===== config.mk =====
export PLATFORM = sky130hd
export DESIGN_NAME = bitwise_logic_unit
export DESIGN_NICKNAME = d
export VERILOG_FILES = /design/src/rtl/bitwise_logic_pkg.sv /design/src/rtl/bitwise_logic_core.sv /design/src/rtl/bitwise_logic_unit.sv
export SDC_FILE = /design/constraint.sdc
export NUM_CORES = 1
export LEC_CHECK = 0
export ABC_CLOCK_PERIOD_IN_PS = 2000
export BUFFER_PORTS_ARGS = -buffer_cell sky130_fd_sc_hd__buf_2
export CAP_MARGIN = 10
export CORE_UTILIZATION = 40
export DETAILED_ROUTE_END_ITERATION = 16
export GPL_TIMING_DRIVEN = 0
export PLACE_DENSITY_LB_ADDON = 0.15
export SKIP_LAST_GASP = 1
export SLEW_MARGIN = 20
export SYNTH_ARGS = -nofsm -noshare
export SYNTH_HDL_FRONTEND = slang
export SYNTH_SLANG_ARGS = --single-unit

===== constraint.sdc =====
create_clock -name clk -period 2 [get_ports clk]
set_clock_uncertainty 0.2 [all_clocks]
set_input_delay 0.4 -clock clk [delete_from_list [all_inputs] [get_ports clk]]
set_output_delay 0.4 -clock clk [all_outputs]
set_load 0.01 [all_outputs]

===== src/rtl/bitwise_logic_pkg.sv =====
// Shared op codes and skid-buffer state encoding
// for the bitwise logic unit.
package bitwise_logic_pkg;

    localparam logic [2:0] OP_NOT  = 3'b000;
    localparam logic [2:0] OP_AND  = 3'b001;
    localparam logic [2:0] OP_OR   = 3'b010;
    localparam logic [2:0] OP_XOR  = 3'b011;
    localparam logic [2:0] OP_PASS = 3'b100;
    localparam logic [2:0] OP_SWAP = 3'b101;
    localparam logic [2:0] OP_SHL1 = 3'b110;
    localparam logic [2:0] OP_ROR1 = 3'b111;

    typedef enum logic [1:0] {
        EMPTY = 2'd0,
        ONE   = 2'd1,
        TWO   = 2'd2
    } buf_state_e;

endpackage


===== src/rtl/bitwise_logic_core.sv =====
// Combinational datapath: (a, b, op) -> (x, y).
// Shared by both result channels of the unit.
module bitwise_logic_core
    import bitwise_logic_pkg::*;
#(
    parameter int WIDTH = 4
) (
    input  logic [WIDTH-1:0] a_i,
    input  logic [WIDTH-1:0] b_i,
    input  logic [2:0]       op_i,
    output logic [WIDTH-1:0] x_o,
    output logic [WIDTH-1:0] y_o
);

    // Decode op; y is the complement of x for the two-operand ops.
    always_comb begin
        x_o = '0;
        y_o = '0;
        unique case (op_i)
            OP_NOT: begin
                x_o = ~a_i;
                y_o = ~b_i;
            end
            OP_AND: begin
                x_o = a_i & b_i;
                y_o = ~(a_i & b_i);
            end
            OP_OR: begin
                x_o = a_i | b_i;
                y_o = ~(a_i | b_i);
            end
            OP_XOR: begin
                x_o = a_i ^ b_i;
                y_o = ~(a_i ^ b_i);
            end
            OP_PASS: begin
                x_o = a_i;
                y_o = b_i;
            end
            OP_SWAP: begin
                x_o = b_i;
                y_o = a_i;
            end
            OP_SHL1: begin
                x_o = {a_i[WIDTH-2:0], 1'b0};
                y_o = {b_i[WIDTH-2:0], 1'b0};
            end
            OP_ROR1: begin
                x_o = {a_i[0], a_i[WIDTH-1:1]};
                y_o = {b_i[0], b_i[WIDTH-1:1]};
            end
            default: ;
        endcase
    end

endmodule


===== src/rtl/bitwise_logic_unit.sv =====
// Registered bitwise logic unit with a 2-entry skid buffer.
// Optional macro LOGIC_ZFLAG_EN adds x_zero/y_zero outputs.
module bitwise_logic_unit
    import bitwise_logic_pkg::*;
#(
    parameter int WIDTH = 4,
    parameter int CNT_W = 16
) (
    input  logic             clk,
    input  logic             rst,
    input  logic             in_valid,
    output logic             in_ready,
    input  logic [WIDTH-1:0] a,
    input  logic [WIDTH-1:0] b,
    input  logic [2:0]       op,
    output logic             out_valid,
    input  logic             out_ready,
    output logic [WIDTH-1:0] x,
    output logic [WIDTH-1:0] y,
    output logic [CNT_W-1:0] op_count
`ifdef LOGIC_ZFLAG_EN
    ,
    output logic             x_zero,
    output logic             y_zero
`endif
);

`ifdef LOGIC_ZFLAG_EN
    localparam int EW = 2*WIDTH + 2;
`else
    localparam int EW = 2*WIDTH;
`endif

    logic [WIDTH-1:0] core_x;
    logic [WIDTH-1:0] core_y;
    logic [EW-1:0]    new_e;

    buf_state_e       state_q, state_d;
    logic [EW-1:0]    head_q, head_d;
    logic [EW-1:0]    skid_q, skid_d;
    logic [CNT_W-1:0] cnt_q, cnt_d;
    logic             in_ready_q, in_ready_d;
    logic             push, pop;

    bitwise_logic_core #(
        .WIDTH (WIDTH)
    ) u_core (
        .a_i  (a),
        .b_i  (b),
        .op_i (op),
        .x_o  (core_x),
        .y_o  (core_y)
    );

`ifdef LOGIC_ZFLAG_EN
    assign new_e  = {core_x == '0, core_y == '0, core_x, core_y};
    assign x_zero = head_q[EW-1];
    assign y_zero = head_q[EW-2];
`else
    assign new_e  = {core_x, core_y};
`endif

    assign out_valid = (state_q != EMPTY);
    assign in_ready  = in_ready_q;
    assign x         = head_q[2*WIDTH-1:WIDTH];
    assign y         = head_q[WIDTH-1:0];
    assign op_count  = cnt_q;

    assign push = in_valid & in_ready_q;
    assign pop  = out_valid & out_ready;

    // Buffer FSM: decide occupancy, which entry loads, and counter step.
    always_comb begin
        state_d = state_q;
        head_d  = head_q;
        skid_d  = skid_q;
        cnt_d   = pop ? cnt_q + CNT_W'(1) : cnt_q;
        unique case (state_q)
            EMPTY: begin
                if (push) begin
                    state_d = ONE;
                    head_d  = new_e;
                end
            end
            ONE: begin
                if (push && !pop) begin
                    state_d = TWO;
                    skid_d  = new_e;
                end else if (pop && !push) begin
                    state_d = EMPTY;
                end else if (push && pop) begin
                    head_d  = new_e;
                end
            end
            TWO: begin
                if (pop) begin
                    state_d = ONE;
                    head_d  = skid_q;
                end
            end
            default: state_d = EMPTY;
        endcase
        in_ready_d = (state_d != TWO);
    end

    // State, entries and counter; reset drops both entries.
    always_ff @(posedge clk) begin
        if (rst) begin
            state_q    <= EMPTY;
            head_q     <= '0;
            skid_q     <= '0;
            cnt_q      <= '0;
            in_ready_q <= 1'b0;
        end else begin
            state_q    <= state_d;
            head_q     <= head_d;
            skid_q     <= skid_d;
            cnt_q      <= cnt_d;
            in_ready_q <= in_ready_d;
        end
    end

endmodule


==> results of run 1 <==
metrics by stage:
| step | area [sq um] | hold WS (ns) | instances | setup WS (ns) |
|---|---|---|---|---|
| floorplan | 2190 | 0.236 | 269 | 0.0583 |
| detailed placement | 2470 | 0.249 | 377 | -0.228 |
| finish | 2570 | 0.257 | 384 | 0.0964 |
| CTS | 2560 | 0.258 | 384 | 0.0664 |
| global route | 2570 | 0.282 | 384 | 0.00554 |
| global placement | 2470 | 0.244 | 377 | -0.237 |
flip-flops by register name (all words and copies together), names as in the netlist:
signal and flops:
in_ready 1, state_q 2, op_count 16, skid_q 8, head_q 8
area by class of cell:
class | count | share of cell area, %
Clock buffer | 6 | 3.21
Inverter | 12 | 1.75
Multi-Input combinational cell | 203 | 52.9
Sequential cell | 35 | 27.3
Timing Repair Buffer | 38 | 7.40
Buffer | 19 | 3.89
Tap cell | 70 | 3.41
Clock inverter | 1 | 0.195
final timing paths:
kind / from / endpoint / slack [ns] / depth (start not counted)
worst min register to register: skid_q[6] / skid_q[6] / 0.26 / 2
worst max register to register: state_q[1] / head_q[2] / 0.14 / 7
worst min-delay path: skid_q[6] / skid_q[6] / 0.26 / 2
worst max-delay path: a[3] / head_q[3] / 0.1 / 6
power breakdown:
group	internal, uW	total (uW)	switching (uW)
clock network	270	514	244
registers	717	729	12.6
logic	118	283	165
cell families (layout without fill, tap and decap cells):
kind of cell	Yosys count	count (layout)
buffers and inverters	31	76
AOI/OAI and AO/OA	71	71
and+or+nand+nor	95	95
muxes	14	14
xor gates and xnor gates	14	14
DFF	35	35
adders and majority gates	9	9
routing by layer:
layer | GRT usage, % | part of all wire [%] | vias up
met5 | 0 | 0 | -
met3 | 3.59 | 4.1 | 5
met2 | 27.8 | 43 | 42
met1 | 28.3 | 52 | 947
li1 | - | - | 1056
met4 | 5.19 | 0.73 | 0
critical path, delay by kind of cell:
family          cells  cell delay, ns
compound gates      2            0.52
fa+ha+maj           1            0.31
buf+inv             2            0.22
mux                 1            0.46
cell usage after synthesis, types with 5 or more instances:
cell	count	share of area, %
a211oi_1	8	2.7
nand2_1	23	3.9
nand3_1	9	2.1
nor2_1	29	5.0
nand2b_1	6	1.7
buf_2	8	1.8
mux2i_1	11	5.0
xor2_1	10	4.0
a211o_1	5	2.0
inv_1	12	2.1
o21ai_0	7	1.6
clkbuf_1	7	1.2
a21oi_1	25	5.7
ha_1	9	5.1
dfxtp_1	35	32
timing repair:
item,in CTS,in global routing
hold buffers,0,0
endpoints found under the setup margin,0,5
endpoints found under the hold margin,0,0
gates resized for setup,0,3
==> out/metrics.yaml, run 1 <==
nets: 338
multiInputGateArea_sq_mm: 0.00136
outcome: "completed"
synthAdderAreaFrac_pct: 5.14
die_x_um: 76.0
setup_viol: 0
synth_fp_nets: 293
firstDrtPassIters: 6
postRouteAntennaNets: 0
core.rowCount: 26
ys_async_sr_fraction_pct: 0
layout_common_cells: "buf_2, dfxtp_1, nor2_1"
maxCapViolCount: 0
regArea_sq_um: 701
drive_gt1_share_pct: 21.3
crit_type: "input pin to flop"
clock_latency_ns: 0.28
wl_per_cell_um: 13.5
cp-start-kind: "input pin"
power.total_uw: 1530
post-route-min-period_ns: 1.90
clock_sinks: 35
ys_warn_count: 0
finalMaxSlewViolations: 0
ys_seq_elements: 35
hold_path_class: "flop to flop"
period_share_pct: 95.2
die_y_um: 76.0
tritoncts: "built"
synth_mux_area_share_pct: 7.08
grt_use_total_pct: 19.0
initial_core_util_pct: 42.1
drt_iter0_markers: 179
slew_headroom_pct: 63.9
wirelength_um: 5200
crit_path_end_kind: "flop"
syn_area_sq_mm: 0.00219
numCtsBuffers: 5
portBuffers: 38
grt_pass1_wl_um: 8960
cts.path.max_buffers: 2
root_buffer: "clkbuf_8"
synth_top_family_by_area: "compound AO/OA/AOI/OAI gates"
coreArea_sq_mm: 0.00520
crit_chain: "buf_2 > inv_1 > ha_1 > mux4_2 > a211o_1 > o32ai_2"
grt_pass1_vias: 1832
vdd_drop_max_mv: 0.337
grt_overflow: 0
nFillCells: 551
worstMarginPinSlew_ns: 0.541
place_congestion: 0.819
design.portCount: 41
clk_pin_slew_ns: 0.07
max_freq_ghz: 0.525
synth_xor_area_share_pct: 5.59
crit_arrival_ns: 1.91
synth-simple-area-share_pct: 21.5
synth_edf_count: 0
grt_max_degree: 11
drc_errors: 0
ys_types: 50
slowest_stage: "mux4_2"
hpwl_um: 3820
yosysSeqAreaShare_pct: 32.0
grt_setup_unrepaired: "no"
synth_ff_type: "dfxtp_1"
avgSynthCellArea_sq_um: 8.15
leakage_uw: 0.00109
tns_ns: 0
powerDensity_mw_per_mm2: 594
final_common_cell: "buf_2"
hold_viol: 0
htree_levels: 2
diodes: 0
vias: 2050
final_util_pct: 49.4
crit_fanout: 5
synth_cells: 269
syn2layout_area_growth_pct: 17.2
post-cts-setup-buffers: 0
synth_compound_area_share_pct: 22.1
critPathRequiredTime_ns: 2.00
vias_per_cell: 5.34
critPathMaxStageDelay_ns: 0.46
die-area_sq_mm: 0.00578
antenna_found_initial: 0
Note: power is estimated with default switching activity, not from simulation.
==> run 2: changes to the inputs <==
PLACE_DENSITY_LB_ADDON = 0.2   (was 0.15)
==> run 2 against run 1 <==
Routed wire length is 1.6% lower. First-iteration DRC count is 25% lower. Clock power is 5.6% lower. Fmax is 2.0% lower. Clock-buffer cell count is 1 higher. Sequential share of layout area hardly changed. Utilization hardly changed. Combinational power hardly changed. Via count is 0.59% higher. Power is 1.9% lower. Critical path type unchanged.
==> out/metrics.yaml, run 2 (synthesis gave the netlist of run 1 again) <==
coreArea_sq_mm: 0.00520  # unchanged
hold_viol: 0  # unchanged
clk_pin_slew_ns: 0.07  # about the same
portBuffers: 38  # unchanged
design.portCount: 41  # unchanged
tns_ns: 0  # unchanged
vias_per_cell: 5.36  # +0.32%
min_to: "skid_q[7]"
multiInputGateArea_sq_mm: 0.00136  # +0.37%
htree_levels: 2  # unchanged
place_congestion: 0.854  # +4.2%
grt_pass1_wl_um: 8740  # -2.4%
outcome: "completed"
clock_latency_ns: 0.29  # about the same
postRouteAntennaNets: 0  # unchanged
vdd_drop_max_mv: 0.408  # +21%
switching_share_pct: 27.9  # +0.33 points
crit_path_end_kind: "flop"
powerDensity_mw_per_mm2: 583  # -1.8%
grt_max_degree: 11  # unchanged
timing.rr.end: "op_count[15]"
min_from: "skid_q[7]"
hold-path-cell-count: 2  # unchanged
clock_sinks: 35  # unchanged
grt_setup_unrepaired: "yes"
slew_headroom_pct: 65.1  # +1.1 points
wirelength_um: 5120  # -1.6%
drc_errors: 0  # unchanged
worstMarginPinSlew_ns: 0.524  # -0.0170 ns
crit_type: "input pin to flop"
nFillCells: 537  # -2.5%
setup_viol: 0  # unchanged
dp.cells: 377  # unchanged
vias: 2062  # +0.59%
crit_chain: "buf_2 > inv_1 > ha_1 > mux4_2 > a211o_1 > o32ai_2"
p_int_uw: 1080  # -2.3%
firstDrtPassIters: 6  # unchanged
maxCapViolCount: 0  # unchanged
power.clock.fraction_pct: 32.4  # -1.3 points
pwr-share-seq_pct: 48.7  # +0.9 points
grt_pass1_vias: 1861  # +1.6%
combinationalPowerShare_pct: 18.9  # +0.3 points
tritoncts: "built"
max_freq_ghz: 0.515  # -2.0%
r2r_start: "state_q[0]"
reg2reg_setup_slack_ns: 0.18  # +0.04 ns
nets: 338  # unchanged
crit_fanout: 5  # unchanged
crit_arrival_ns: 1.94  # +0.03 ns
reg2reg_depth: 6  # -1
cts_hold_buf: 0  # unchanged
layout_common_cells: "buf_2, dfxtp_1, nor2_1"
critPathRequiredTime_ns: 2.00  # about the same
hpwl_um: 3870  # +1.3%
drt_iter0_markers: 135  # -25%
antenna_found_initial: 0  # unchanged
cts.path.max_buffers: 2  # unchanged
net-switching-power_uw: 418  # -0.70%
numCtsBuffers: 5  # unchanged
slowest_stage: "mux4_2"
grt_use_total_pct: 18.4  # -0.63 points
die_y_um: 76.0  # unchanged
cp-start-kind: "input pin"
leakage_uw: 0.00109  # -0.29%
period_share_pct: 97.1  # +2.0 points
root_buffer: "clkbuf_8"
die_x_um: 76.0  # unchanged
die-area_sq_mm: 0.00578  # unchanged
final_common_cell: "buf_2"
initial_core_util_pct: 42.1  # unchanged
syn2layout_area_growth_pct: 17.2  # about the same
largest_reg_flops: 16  # unchanged
hold_path_class: "flop to flop"
holdWs_ns: 0.257  # +0.000193 ns
diodes: 0  # unchanged
finalMaxSlewViolations: 0  # unchanged
regArea_sq_um: 701  # unchanged
final_cell_count_no_fill: 385  # +0.26%
post-route-min-period_ns: 1.94  # +0.0392 ns
critPathMaxStageDelay_ns: 0.46  # about the same
grt_overflow: 0  # unchanged
power.total_uw: 1500  # -1.9%
wl_per_cell_um: 13.3  # -1.9%
drive_gt1_share_pct: 21.3  # -0.068 points
core.rowCount: 26  # unchanged
run 2: cell count changes in the layout (fill, tap and decap cells not counted):
cell,delta
clkbuf_1,+3
nor3_1,-1
buf_1,-1
clkbuf_8,-1
nor3_2,+1
run 2: power by group through the flow:
stage | Clock (uW) | Combinational (uW) | Sequential, uW
2_1_floorplan | 0 | 184 | 752
3_3_place_gp | 0 | 279 | 745
3_5_place_dp | 0 | 279 | 745
4_1_cts | 503 | 280 | 729
5_1_grt | 541 | 313 | 732
6_report | 485 | 283 | 729
run 2: what timing repair did:
action                     CTS  global route
gates resized for setup      0             3
buffers inserted             0             0
setup endpoints to repair    0             4
run 2: routing by layer:
layer | routed length (um) | up-vias | global-route usage [%]
met2 | 2200 | 52 | 28.4
li1 | - | 1058 | -
met3 | 252 | 10 | 3.95
met1 | 2600 | 942 | 25.6
met5 | 0 | - | 0
met4 | 74 | 0 | 5.77
run 2: through the flow:
| step | setup slack [ns] | util (%) | area [sq um] |
|---|---|---|---|
| 6_report | 0.0572 | 49.4 | 2570 |
| 3_3_place_gp | -0.248 | 47.5 | 2470 |
| 5_1_grt | -0.0470 | 49.4 | 2570 |
| 4_1_cts | 0.0243 | 49.0 | 2550 |
| 3_5_place_dp | -0.289 | 47.5 | 2470 |
| 2_1_floorplan | 0.0583 | - | 2190 |
run 2: worst max path at each step:
stage                     start        end  slack [ns]  cells after the start
final                      a[3]  head_q[3]        0.06                      6
after global routing       a[3]  head_q[3]       -0.05                      6
after CTS                  a[3]  head_q[3]        0.02                      6
after detailed placement   a[3]  head_q[3]       -0.29                      6
after global placement     a[3]  head_q[3]       -0.25                      6
after floorplan            a[3]  head_q[3]        0.06                      5
run 2: cell type report:
type	instances	area share, %
Multi-Input combinational cell	203	53.1
Buffer	19	3.90
Clock buffer	7	2.97
Timing Repair Buffer	38	7.40
Tap cell	70	3.41
Sequential cell	35	27.3
Clock inverter	1	0.195
Inverter	12	1.75
run 2: worst max-delay path, delay by kind of cell:
kind,cells,cell delay [ns]
mux,1,0.46
compound gates,2,0.54
fa+ha+maj,1,0.31
buf+inv,2,0.23
==> run 3: changes to the inputs <==
RECOVER_POWER = 50   (was not set)
SLEW_MARGIN = not set   (was 20)
==> run 3 against run 2 <==
Critical path depth is the same. Combinational power shrank 2%. Clock-buffer cell count is the same. Worst setup slack gained 0.00070 ns. Final cell count is the same. Sequential cell count is the same. Worst hold slack is essentially flat. Die area is the same. Non-clock buffer count is the same. First-iteration DRC count shrank 21%.
==> out/metrics.yaml, run 3 (synthesis gave the netlist of run 1 again) <==
crit_path_start: "a[3]"
initial_core_util_pct: 42.1  # unchanged
grt_overflow: 0  # unchanged
reg2reg_depth: 6  # unchanged
coreArea_sq_mm: 0.00520  # unchanged
crit_arrival_ns: 1.94  # about the same
cts.path.max_buffers: 2  # unchanged
final_cell_count_no_fill: 385  # unchanged
largest_reg_flops: 16  # unchanged
grt_use_total_pct: 18.4  # unchanged
slowest_stage: "mux4_2"
setup_slack_ns: 0.0579  # +0.000698 ns
crit_path_end: "head_q[3]"
power.total_uw: 1490  # -0.30%
p_int_uw: 1080  # -0.38%
critPathRequiredTime_ns: 2.00  # about the same
powerDensity_mw_per_mm2: 588  # +0.87%
grt_setup_unrepaired: "yes"
vias_per_cell: 5.35  # about the same
wl_per_cell_um: 13.2  # -0.74%
period_share_pct: 97.1  # about the same
design.portCount: 41  # unchanged
wirelength_um: 5080  # -0.74%
critPathMaxStageDelay_ns: 0.46  # about the same
drive_gt1_share_pct: 13.7  # -7.6 points
pwr-share-seq_pct: 48.9  # +0.2 points
numCtsBuffers: 5  # unchanged
post-route-min-period_ns: 1.94  # -0.000698 ns
die_x_um: 76.0  # unchanged
postRouteAntennaNets: 0  # unchanged
die-area_sq_mm: 0.00578  # unchanged
combinationalPowerShare_pct: 18.6  # -0.3 points
hpwl_um: 3870  # unchanged
maxCapViolCount: 0  # unchanged
die_y_um: 76.0  # unchanged
timing.rr.end: "op_count[15]"
hold-path-cell-count: 2  # unchanged
clock_latency_ns: 0.29  # about the same
outcome: "completed"
crit_fanout: 5  # unchanged
crit_chain: "buf_2 > inv_1 > ha_1 > mux4_2 > a211o_1 > o32ai_2"
leakage_uw: 0.000991  # -9.2%
place_congestion: 0.854  # unchanged
vias: 2060  # -0.097%
portBuffers: 38  # unchanged
max_freq_ghz: 0.515  # about the same
drc_errors: 0  # unchanged
root_buffer: "clkbuf_8"
finalMaxSlewViolations: 0  # unchanged
syn2layout_area_growth_pct: 15.8
crit_type: "input pin to flop"
hold_path_class: "flop to flop"
grt_pass1_vias: 1861  # unchanged
hold_viol: 0  # unchanged
layout_common_cells: "dfxtp_1, clkbuf_1, nor2_1"
switching_share_pct: 28.0  # +0.056 points
nets: 338  # unchanged
diodes: 0  # unchanged
crit_path_end_kind: "flop"
reg2reg_setup_slack_ns: 0.18  # about the same
power.clock.fraction_pct: 32.5  # about the same
net-switching-power_uw: 417  # -0.10%
setup_viol: 0  # unchanged
drt_iter0_markers: 107  # -21%
htree_levels: 2  # unchanged
final_common_cell: "dfxtp_1"
r2r_start: "state_q[0]"
grt_pass1_wl_um: 8740  # unchanged
tritoncts: "built"
core.rowCount: 26  # unchanged
cp-start-kind: "input pin"
dp_slack_ns: -0.289  # unchanged
clk_pin_slew_ns: 0.07  # about the same
tns_ns: 0  # unchanged
firstDrtPassIters: 4  # -2
vdd_drop_max_mv: 0.408  # about the same
antenna_found_initial: 0  # unchanged
grt_max_degree: 11  # unchanged
slew_headroom_pct: 65.0  # about the same
clock_sinks: 35  # unchanged
dp.cells: 377  # unchanged
worstMarginPinSlew_ns: 0.524  # +0.000206 ns
## run 3: changes by cell type in the layout (fill, tap and decap cells not counted), sizes merged
| cell | before | now |
|---|---|---|
| buf | 50 | 26 |
| clkbuf | 14 | 38 |
## run 3: worst min path at each step
stage / startpoint / endpoint / slack [ns]
floorplan: skid_q[0] / skid_q[0] / 0.24
global placement: skid_q[4] / skid_q[4] / 0.24
detailed placement: skid_q[7] / skid_q[7] / 0.25
CTS: skid_q[7] / skid_q[7] / 0.26
global route: skid_q[2] / skid_q[2] / 0.28
finish: skid_q[7] / skid_q[7] / 0.26
## run 3: per-layer routing
layer	up-vias	global-route usage [%]	part of all wire, %
met2	52	28.4	43
met5	-	0	0
li1	1061	-	-
met4	0	5.77	1.5
met3	10	3.95	4.7
met1	937	25.6	51
## run 3: through the flow
| step | hold WS (ns) | utilization (%) | cell area, sq um |
|---|---|---|---|
| after detailed placement | 0.248 | 47.5 | 2470 |
| after CTS | 0.258 | 49.0 | 2550 |
| final | 0.257 | 48.8 | 2540 |
| after global placement | 0.243 | 47.5 | 2470 |
| after global routing | 0.278 | 48.8 | 2540 |
| after floorplan | 0.236 | - | 2190 |
## run 3: what timing repair did
action,in CTS,in global routing
resized for setup,0,3
buffers inserted,0,0
setup endpoints to repair,0,4
hold buffers,0,0
## run 3: critical path, delay by kind of cell
| kind | cells | cell delay [ns] |
|---|---|---|
| adder cells (fa/ha/maj) | 1 | 0.31 |
| AO/OA/AOI/OAI | 2 | 0.54 |
| buffers and inverters | 2 | 0.23 |
| multiplexers | 1 | 0.46 |
## run 3: power by group through the flow
stage	logic, uW	registers, uW	clock network, uW
floorplan	184	752	0
global placement	279	745	0
detailed placement	279	745	0
CTS	280	729	503
global route	309	733	541
finish	278	730	485
## run 3: final cells by class
class / count / area (sq um)
clock inverter: 1 / 5.00
timing repair buffer: 38 / 160
sequential: 35 / 701
tap: 70 / 87.6
inverter: 12 / 45.0
clock buffer: 7 / 76.3
fill: 551 / 2670
multi-input combinational: 203 / 1360
buffer: 19 / 100
